`src/rtl/unidad_de_busqueda.sv`:
```
// Fetch/decode stage feeding the UAZ jump unit: fetches a 16-bit word over a
// variable-latency request/valid handshake, decodes it and strobes the PC advance.
module unidad_de_busqueda #(
    parameter logic [3:0]  OPCODE_SALTO  = 4'hF,
    parameter int unsigned TIEMPO_LIMITE = 15,
    parameter logic [15:0] INSTR_NOP     = 16'h0000
) (
    input  logic        Clk,
    input  logic        Rst,
    input  logic [7:0]  i_Bus_Direcciones_Instrucciones,
    output logic [7:0]  o_Mem_Direccion,
    output logic        o_Mem_Lectura,
    input  logic [15:0] i_Mem_Dato,
    input  logic        i_Mem_Valido,
    input  logic        i_Detener,
    output logic        o_Avanzar_PC,
    output logic [7:0]  Direccion_de_Salto,
    output logic [3:0]  Condicion,
    output logic [3:0]  o_Opcode,
    output logic [3:0]  o_Registro,
    output logic [7:0]  o_Inmediato,
    output logic        o_Instruccion_Valida,
    output logic        o_Error_Tiempo
);

    localparam logic [1:0] SOLICITAR   = 2'd0;
    localparam logic [1:0] ESPERAR     = 2'd1;
    localparam logic [1:0] DECODIFICAR = 2'd2;
    localparam logic [7:0] LIMITE      = TIEMPO_LIMITE[7:0];

    logic [1:0]  estado_q,   estado_d;
    logic [7:0]  dir_q,      dir_d;
    logic        lectura_q,  lectura_d;
    logic [7:0]  cnt_q,      cnt_d;
    logic [15:0] ir_q,       ir_d;
    logic        cargado_q,  cargado_d;
    logic        avanzar_q,  avanzar_d;
    logic [3:0]  cond_q,     cond_d;
    logic        error_q,    error_d;

    always_comb begin
        estado_d  = estado_q;
        dir_d     = dir_q;
        lectura_d = lectura_q;
        cnt_d     = cnt_q;
        ir_d      = ir_q;
        cargado_d = cargado_q;
        avanzar_d = 1'b0;
        cond_d    = 4'b0000;
        error_d   = error_q;
        case (estado_q)
            SOLICITAR: begin
                dir_d     = i_Bus_Direcciones_Instrucciones;
                lectura_d = 1'b1;
                cnt_d     = 8'd0;
                estado_d  = ESPERAR;
            end
            ESPERAR: begin
                cnt_d = cnt_q + 8'd1;
                // A valid word in the timeout cycle still counts as a normal fetch.
                if (i_Mem_Valido) begin
                    ir_d      = i_Mem_Dato;
                    lectura_d = 1'b0;
                    cargado_d = 1'b1;
                    estado_d  = DECODIFICAR;
                end else if (cnt_d == LIMITE) begin
                    ir_d      = INSTR_NOP;
                    error_d   = 1'b1;
                    lectura_d = 1'b0;
                    cargado_d = 1'b1;
                    estado_d  = DECODIFICAR;
                end
            end
            DECODIFICAR: begin
                if (!i_Detener) begin
                    avanzar_d = 1'b1;
                    cond_d    = (ir_q[15:12] == OPCODE_SALTO) ? {1'b1, ir_q[10:8]} : 4'b0000;
                    estado_d  = SOLICITAR;
                end
            end
            default: estado_d = SOLICITAR;
        endcase
    end

    always_ff @(posedge Clk or negedge Rst) begin
        if (!Rst) begin
            estado_q  <= SOLICITAR;
            dir_q     <= 8'd0;
            lectura_q <= 1'b0;
            cnt_q     <= 8'd0;
            ir_q      <= INSTR_NOP;
            cargado_q <= 1'b0;
            avanzar_q <= 1'b0;
            cond_q    <= 4'b0000;
            error_q   <= 1'b0;
        end else begin
            estado_q  <= estado_d;
            dir_q     <= dir_d;
            lectura_q <= lectura_d;
            cnt_q     <= cnt_d;
            ir_q      <= ir_d;
            cargado_q <= cargado_d;
            avanzar_q <= avanzar_d;
            cond_q    <= cond_d;
            error_q   <= error_d;
        end
    end

    // Decoded fields read zero until the first word has been captured after reset.
    assign o_Opcode             = cargado_q ? ir_q[15:12] : 4'd0;
    assign o_Registro           = cargado_q ? ir_q[11:8]  : 4'd0;
    assign o_Inmediato          = cargado_q ? ir_q[7:0]   : 8'd0;
    assign Direccion_de_Salto   = cargado_q ? ir_q[7:0]   : 8'd0;
    assign o_Mem_Direccion      = dir_q;
    assign o_Mem_Lectura        = lectura_q;
    assign o_Avanzar_PC         = avanzar_q;
    assign Condicion            = cond_q;
    assign o_Instruccion_Valida = (estado_q == DECODIFICAR);
    assign o_Error_Tiempo       = error_q;

endmodule
```
`config.mk`:
```
export PLATFORM = sky130hd
export DESIGN_NAME = unidad_de_busqueda
export DESIGN_NICKNAME = d
export VERILOG_FILES = /design/src/rtl/unidad_de_busqueda.sv
export SDC_FILE = /design/constraint.sdc
export NUM_CORES = 1
export LEC_CHECK = 0
export BUFFER_PORTS_ARGS = -buffer_cell sky130_fd_sc_hd__buf_2
export CAP_MARGIN = 20
export CORE_MARGIN = 4
export CORE_UTILIZATION = 54
export CTS_BUF_LIST = sky130_fd_sc_hd__clkbuf_8 sky130_fd_sc_hd__clkbuf_16
export DETAILED_ROUTE_END_ITERATION = 10
export PLACE_DENSITY = 0.84
export RECOVER_POWER = 25
export SETUP_SLACK_MARGIN = 0.02
export SYNTH_ARGS = -nofsm -noshare
export SYNTH_HDL_FRONTEND = slang
export SYNTH_SLANG_ARGS = --single-unit
```
`constraint.sdc`:
```
create_clock -name Clk -period 4.6 [get_ports Clk]
set_input_delay 0.69 -clock Clk [delete_from_list [all_inputs] [get_ports Clk]]
set_output_delay 0.69 -clock Clk [all_outputs]
set_load 0.02 [all_outputs]
```
==> results.toml, run 1 <==
[status]
status = "complete, but fails checks"
violations = "capacitance limit, slew limit"

[sta]
rsz0062_at_grt = "false"
period_share_pct = 50.0
maxSlewViolCount = 43
tightest_slew_ns = 2.20
finalSetupViolCount = 0
max_freq_mhz = 435
finalSetupTns_ns = 0
fin_worst_skew_ns = 0.00667
finalHoldViolations = 0
post-route-min-period_ns = 2.30
relSlewSlack_pct = -46.4

[min_path]
hold_path.class = "register to register"

[routing]
dr.pass1.iters = 4
detail_route.wl_per_cell_um = 14.9
vias = 1687
detail_route.iter0.violations = 161
vias_per_cell = 5.46
ant_nets = 0
routed_wl_um = 4610
drc = 0

[floorplan]
die_w_um = 70.3
die-area_um2 = 4940
rows = 22
core-area_um2 = 3720
ioPinCount = 68
start_util_pct = 56.4
die_h_um = 70.3

[global_routing]
grt_overflow = 0
grt_pass1_wl_um = 7940
grt_pass1_vias = 1710
grt_start_max_net_pins = 43
antenna_found_initial = 0
grtUsageTotal_pct = 19.6

[power]
vdd_drop_max_mv = 0.312
leakagePower_uw = 0.00117
p_per_area_nw_per_um2 = 695

[finish]
final_nets = 291
n_antenna_cell = 0
fill_cells = 299
area_growth_pct = 18.6
final_layout_size_suffix_gt1_share_pct = 32.6
fin_util_pct = 66.8

[setup_path]
slowest_stage = "clkbuf_1"
crit_family = "buffers and inverters"
timing.setup.critical_path_class = "input port to asynchronous set/reset pin"
cp_max_fo = 42
endpoint_kind = "asynchronous set/reset pin"
crit_required_ns = 4.55
worstPathArrival_ns = 2.25
slowest_delay_ns = 1.53
worst_setup_path_start_kind = "input port"
cp_num_buf_inv = 1
cp_cell_sequence = "clkbuf_1"

[placed_design]
place.port_buffers = 67
place_hpwl_um = 3270
globalplace.congestion = 0.780

[clocking]
clockRootBuffer = "clkbuf_8"
clockBufferDepth = 2
ctsHtreeMaxLevel = 2
cts_hold_buf = 0
clkTransAtPathRegs_ns = 0.08
clock-sinks = 42
cts_tree = "built"
postCtsSetupBuffers = 0
cts_resized = 0
cts_made_buffers = 5
clk_latency_ns = 0.29

[synthesis]
synth.distinct_cells = 36
syn_inst = 207
yosysWarnings = 0
ys_seq_area_share_pct = 50.2
synth_ff_type = "dfrtp_1"
synth_seq_cells = 42
async_flop_share_pct = 100
synth_fp_nets = 237
syn_area_per_cell_um2 = 10.1
synth_edf_count = 0
netlist_area_um2 = 2090

[run]
drv_cap = 1
-- stage by stage --
stage          area, um^2  setup slack [ns]  hold WS, ns  total power [uW]  cells
2_1_floorplan        2090              2.83        0.394              1240    207
3_3_place_gp         2370              2.75        0.439              1410    302
3_5_place_dp         2370              2.70        0.442              1440    302
4_1_cts              2480              2.52        0.463              1740    309
5_1_grt              2480              1.84        0.486              1850    309
6_report             2480              2.30        0.461              1730    309
-- per-layer routing --
| metal | track usage (%) | share of wire [%] | wire length [um] |
|---|---|---|---|
| met1 | 26.0 | 41 | 1910 |
| met2 | 33.0 | 53 | 2460 |
| met3 | 3.45 | 3.6 | 167 |
| met4 | 5.32 | 1.5 | 69 |
| met5 | 0 | 0 | 0 |
-- worst register-to-register path: stages (launching register included) --
cell	delay, ns
dfrtp_1	0.46
inv_1	0.09
ha_1	0.13
or3b_1	0.36
a221oi_2	0.31
o211a_4	0.32
o21ai_0	0.13
-- placed cells by master (no fill, tap or decap), types with 2 or more instances in the layout --
master    netlist  final
buf_2           4     66
dfrtp_1        42     42
o21ai_0        26     26
and2_1         21     21
nand2b_1       19     19
a22oi_1        16     16
nand2_1         9      9
mux2_2          8      8
nor2_1          7      7
a21oi_1         7      7
clkbuf_8        0      6
inv_1           4      4
nand4_1         3      3
nor3_1          2      2
nand3_1         2      2
a21o_1          2      2
ha_1            2      2
-- cell families after synthesis --
kind of cell | synth area share (%)
simple gates | 19.1
compound gates | 18.0
flops | 50.2
buf+inv | 6.33
mux | 4.78
fa+ha+maj | 1.19
xor+xnor | 0.418
-- where the power goes --
part           switching [uW]  internal, uW  total, uW  leakage, uW
logic                     471           321        792     0.000597
clock network             120           174        294    0.0000573
registers                 131           509        640     0.000511
total                     723          1000       1730      0.00117
-- flip-flops by register name, summed over array words and instances (netlist names) --
name	cells
ir_q	16
cnt_q	8
o_Mem_Direccion	8
Condicion	4
estado_q	2
cargado_q	1
o_Avanzar_PC	1
o_Error_Tiempo	1
o_Mem_Lectura	1
-- worst paths after layout --
kind | to | from | cells after the start | slack, ns
max | cnt_q[4]$_DFFE_PN0P_ | Rst | 1 | 2.30
min | o_Error_Tiempo$_DFFE_PN0P_ | o_Error_Tiempo$_DFFE_PN0P_ | 1 | 0.46
max reg2reg | ir_q[4]$_DFFE_PN0P_ | cnt_q[0]$_DFFE_PN0P_ | 6 | 2.68
min reg2reg | o_Error_Tiempo$_DFFE_PN0P_ | o_Error_Tiempo$_DFFE_PN0P_ | 1 | 0.46
max in group Clk | o_Instruccion_Valida | estado_q[1]$_DFFE_PN0P_ | 3 | 2.53
min in group asynchronous | ir_q[12]$_DFFE_PN0P_ | Rst | 1 | 1.04
-- synthesized netlist by cell type (2+ instances only) --
| cell type | number | area share (%) |
|---|---|---|
| inv_1 | 4 | 0.72 |
| nor2_1 | 7 | 1.3 |
| a21o_1 | 2 | 0.72 |
| nand2_1 | 9 | 1.6 |
| o21ai_0 | 26 | 6.2 |
| ha_1 | 2 | 1.2 |
| buf_4 | 8 | 2.9 |
| nand2b_1 | 19 | 5.7 |
| and2_1 | 21 | 6.3 |
| a21oi_1 | 7 | 1.7 |
| buf_2 | 4 | 0.96 |
| mux2_2 | 8 | 4.3 |
| nand3_1 | 2 | 0.48 |
| nor3_1 | 2 | 0.48 |
| a22oi_1 | 16 | 5.7 |
| nand4_1 | 3 | 0.90 |
| clkbuf_1 | 7 | 1.3 |
| dfrtp_1 | 42 | 50 |
-- final cells by class --
class	count	area (um^2)	share of cell area, %
tap	48	60.1	2.42
multi-input combinational	141	911	36.7
clock inverter	1	30.0	1.21
sequential	42	1050	42.3
clock buffer	6	82.6	3.32
timing repair buffer	67	334	13.5
inverter	4	15.0	0.605
Power figures use the tool's default switching activity.
==> run 2, diff against run 1 <==
--- a/config.mk
+++ b/config.mk
@@ -5,13 +5,14 @@
 export SDC_FILE = /design/constraint.sdc
 export NUM_CORES = 1
 export LEC_CHECK = 0
+export ABC_AREA = 1
 export BUFFER_PORTS_ARGS = -buffer_cell sky130_fd_sc_hd__buf_2
 export CAP_MARGIN = 20
 export CORE_MARGIN = 4
-export CORE_UTILIZATION = 54
+export CORE_UTILIZATION = 45
 export CTS_BUF_LIST = sky130_fd_sc_hd__clkbuf_8 sky130_fd_sc_hd__clkbuf_16
 export DETAILED_ROUTE_END_ITERATION = 10
-export PLACE_DENSITY = 0.84
+export PLACE_DENSITY = 0.75
 export RECOVER_POWER = 25
 export SETUP_SLACK_MARGIN = 0.02
 export SYNTH_ARGS = -nofsm -noshare
==> constraint.sdc (replaced) <==
create_clock -name Clk -period 2.1 [get_ports Clk]
set_input_delay 0.315 -clock Clk [delete_from_list [all_inputs] [get_ports Clk]]
set_output_delay 0.315 -clock Clk [all_outputs]
set_load 0.02 [all_outputs]
==> run 2 against run 1 <==
- the run now ends clean
- synthesized cell count up 17%
- clock power increased by 110%
- via count is 2.8% lower
- power grew 100%
- clock-buffer cell count is 1 lower
- setup slack worse by 2.0 ns
- hold slack got worse by 0.24 ns
- cell area decreased by 0.81%
- critical path depth is 10 higher
- core utilization shrank 10 points
- largest cell class unchanged
- largest power group unchanged
==> results.toml, run 2 <==
[status]
status = "completed"

[routing]
detail_route.wl_per_cell_um = 11.0
ant_nets = 0
detail_route.iter0.violations = 78
vias_per_cell = 4.53
vias = 1639
drc = 0
dr.pass1.iters = 4
routed_wl_um = 3980

[synthesis]
synth.distinct_cells = 23
synth_area_leader_cell = "dfrtp_1"
synth_edf_count = 0
ys_seq_area_share_pct = 52.0
syn_area_per_cell_um2 = 8.34
synth_area_leaders = "dfrtp_1, nand2_1, inv_1"
async_flop_share_pct = 100
synth_ff_type = "dfrtp_1"
yosys.area.top_type_share_pct = 52.0
synth_common_cells = "nand2_1, dfrtp_1, inv_1"
yosysWarnings = 0
netlist_area_um2 = 2020
syn_inst = 242
yosysMostFrequentCell = "nand2_1"
synth_fp_nets = 272
synth_seq_cells = 42

[setup_path]
worst_setup_path_start_kind = "register"
slowest_delay_ns = 0.42
slowest_stage = "dfrtp_1"
cp_max_fo = 19
r2r-start = "cnt_q[0]$_DFFE_PN0P_"
reg2reg_slack_ns = 0.26
timing.setup.critical_path_class = "register to register"
crit_required_ns = 2.28
endpoint_kind = "register"
worstPathArrival_ns = 2.01
cp_cell_sequence = "ha_1 > nand2_1 > inv_1 > nor2_1 > nand3_1 > nor2_1 > nand3_2 > nand2_2 > nand2_4 > nand2_1 > nand2_1"
worstReg2RegEnd = "ir_q[3]$_DFFE_PN0P_"
reg2regPathDepth = 11
cp_common_cell = "nand2_1"

[global_routing]
grt_start_max_net_pins = 23
grt_pass1_wl_um = 6840
grtUsageTotal_pct = 16.0
grt_overflow = 0
grt_pass1_vias = 1626
antenna_found_initial = 0

[placed_design]
place.port_buffers = 67
globalplace.congestion = 0.819
place_hpwl_um = 3020

[power]
p_per_area_nw_per_um2 = 1420
leakagePower_uw = 0.00145
total_power_uw = 3500
vdd_drop_max_mv = 0.907

[finish]
largest_register = "ir_q"
final_layout_size_suffix_gt1_share_pct = 30.6
final_common_cell = "nand2_1"
n_antenna_cell = 0
area_growth_pct = 22.0
final_nets = 339
most-common-layout-cells = "nand2_1, buf_2, dfrtp_1"
largest_reg_flops = 16

[sta]
rsz0062_at_grt = "false"
finalSetupViolCount = 0
maxSlewViolCount = 0
period_share_pct = 87.4
fin_worst_skew_ns = 0.00449
finalHoldViolations = 0
finalSetupTns_ns = 0
relSlewSlack_pct = 25.5
max_freq_mhz = 545
post-route-min-period_ns = 1.84
tightest_slew_ns = 1.12

[min_path]
hold_depth = 2
min_to = "o_Avanzar_PC$_DFF_PN0_"
hold_path.class = "input port to register"
min_from = "i_Detener"

[floorplan]
core-area_um2 = 4350
ioPinCount = 68
die_h_um = 75.0
die_w_um = 75.0
die-area_um2 = 5620
start_util_pct = 46.4
rows = 24

[clocking]
clockBufferDepth = 2
cts_tree = "built"
clkTransAtPathRegs_ns = 0.07
cts_resized = 0
clk_latency_ns = 0.29
postCtsSetupBuffers = 0
ctsHtreeMaxLevel = 2
clockRootBuffer = "clkbuf_8"
clock-sinks = 42
cts_made_buffers = 5

[run]
drv_cap = 0
run 2: cells by family after synthesis:
group	share of synthesized area [%]
compound gates	3.10
fa+ha+maj	1.24
flops	52.0
buf+inv	10.7
xor+xnor	0.806
simple gates	32.1
run 2: worst max-delay path by stage:
stage,slack [ns],end,startpoint
after global placement,0.38,ir_q[2]$_DFFE_PN0P_,cnt_q[0]$_DFFE_PN0P_
after detailed placement,0.28,ir_q[3]$_DFFE_PN0P_,cnt_q[0]$_DFFE_PN0P_
final,0.26,ir_q[3]$_DFFE_PN0P_,cnt_q[0]$_DFFE_PN0P_
after floorplan,0.45,o_Mem_Lectura$_DFFE_PN0P_,cnt_q[0]$_DFFE_PN0P_
after CTS,0.26,ir_q[3]$_DFFE_PN0P_,cnt_q[0]$_DFFE_PN0P_
after global routing,0.10,ir_q[2]$_DFFE_PN0P_,cnt_q[0]$_DFFE_PN0P_
run 2: per-stage QoR:
step / hold slack (ns) / cell area [um^2] / utilization, % / instances / setup slack, ns
final: 0.219 / 2460 / 56.6 / 362 / 0.264
after detailed placement: 0.302 / 2360 / 54.1 / 353 / 0.275
after global routing: 0.210 / 2460 / 56.6 / 362 / 0.100
after global placement: 0.300 / 2360 / 54.1 / 353 / 0.379
after CTS: 0.211 / 2470 / 56.8 / 362 / 0.259
after floorplan: 0.0194 / 2020 / - / 242 / 0.446
run 2: cell type report:
cell class	instances	area (um^2)
Clock buffer	5	68.8
Multi-Input combinational cell	155	752
Clock inverter	3	37.5
Tap cell	52	65.1
Timing Repair Buffer	72	365
Inverter	33	124
Fill cell	395	1890
Sequential cell	42	1050
run 2: power by group:
part | switching (uW) | internal, uW
Sequential | 224 | 1090
Clock | 258 | 346
Combinational | 1060 | 529
run 2: timing repair:
item                                    CTS  global route
hold endpoints to repair                 20             0
endpoints found under the setup margin    0             0
hold buffers                              1             0
run 2: layer usage:
layer / global-route usage [%] / routed length, um / share of wire [%] / vias to the layer above
met5: 0 / 0 / 0 / -
met2: 25.6 / 1830 / 46 / 51
li1: - / - / - / 848
met1: 21.1 / 1820 / 46 / 735
met4: 5.93 / 46 / 1.2 / 0
met3: 3.74 / 278 / 7.0 / 5
run 2: critical path: cells and delay by family (launching register included):
kind                       cells  cell delay [ns]
adders and majority gates      1             0.24
buffers and inverters          1             0.05
DFF                            1             0.42
and+or+nand+nor                9             1.02
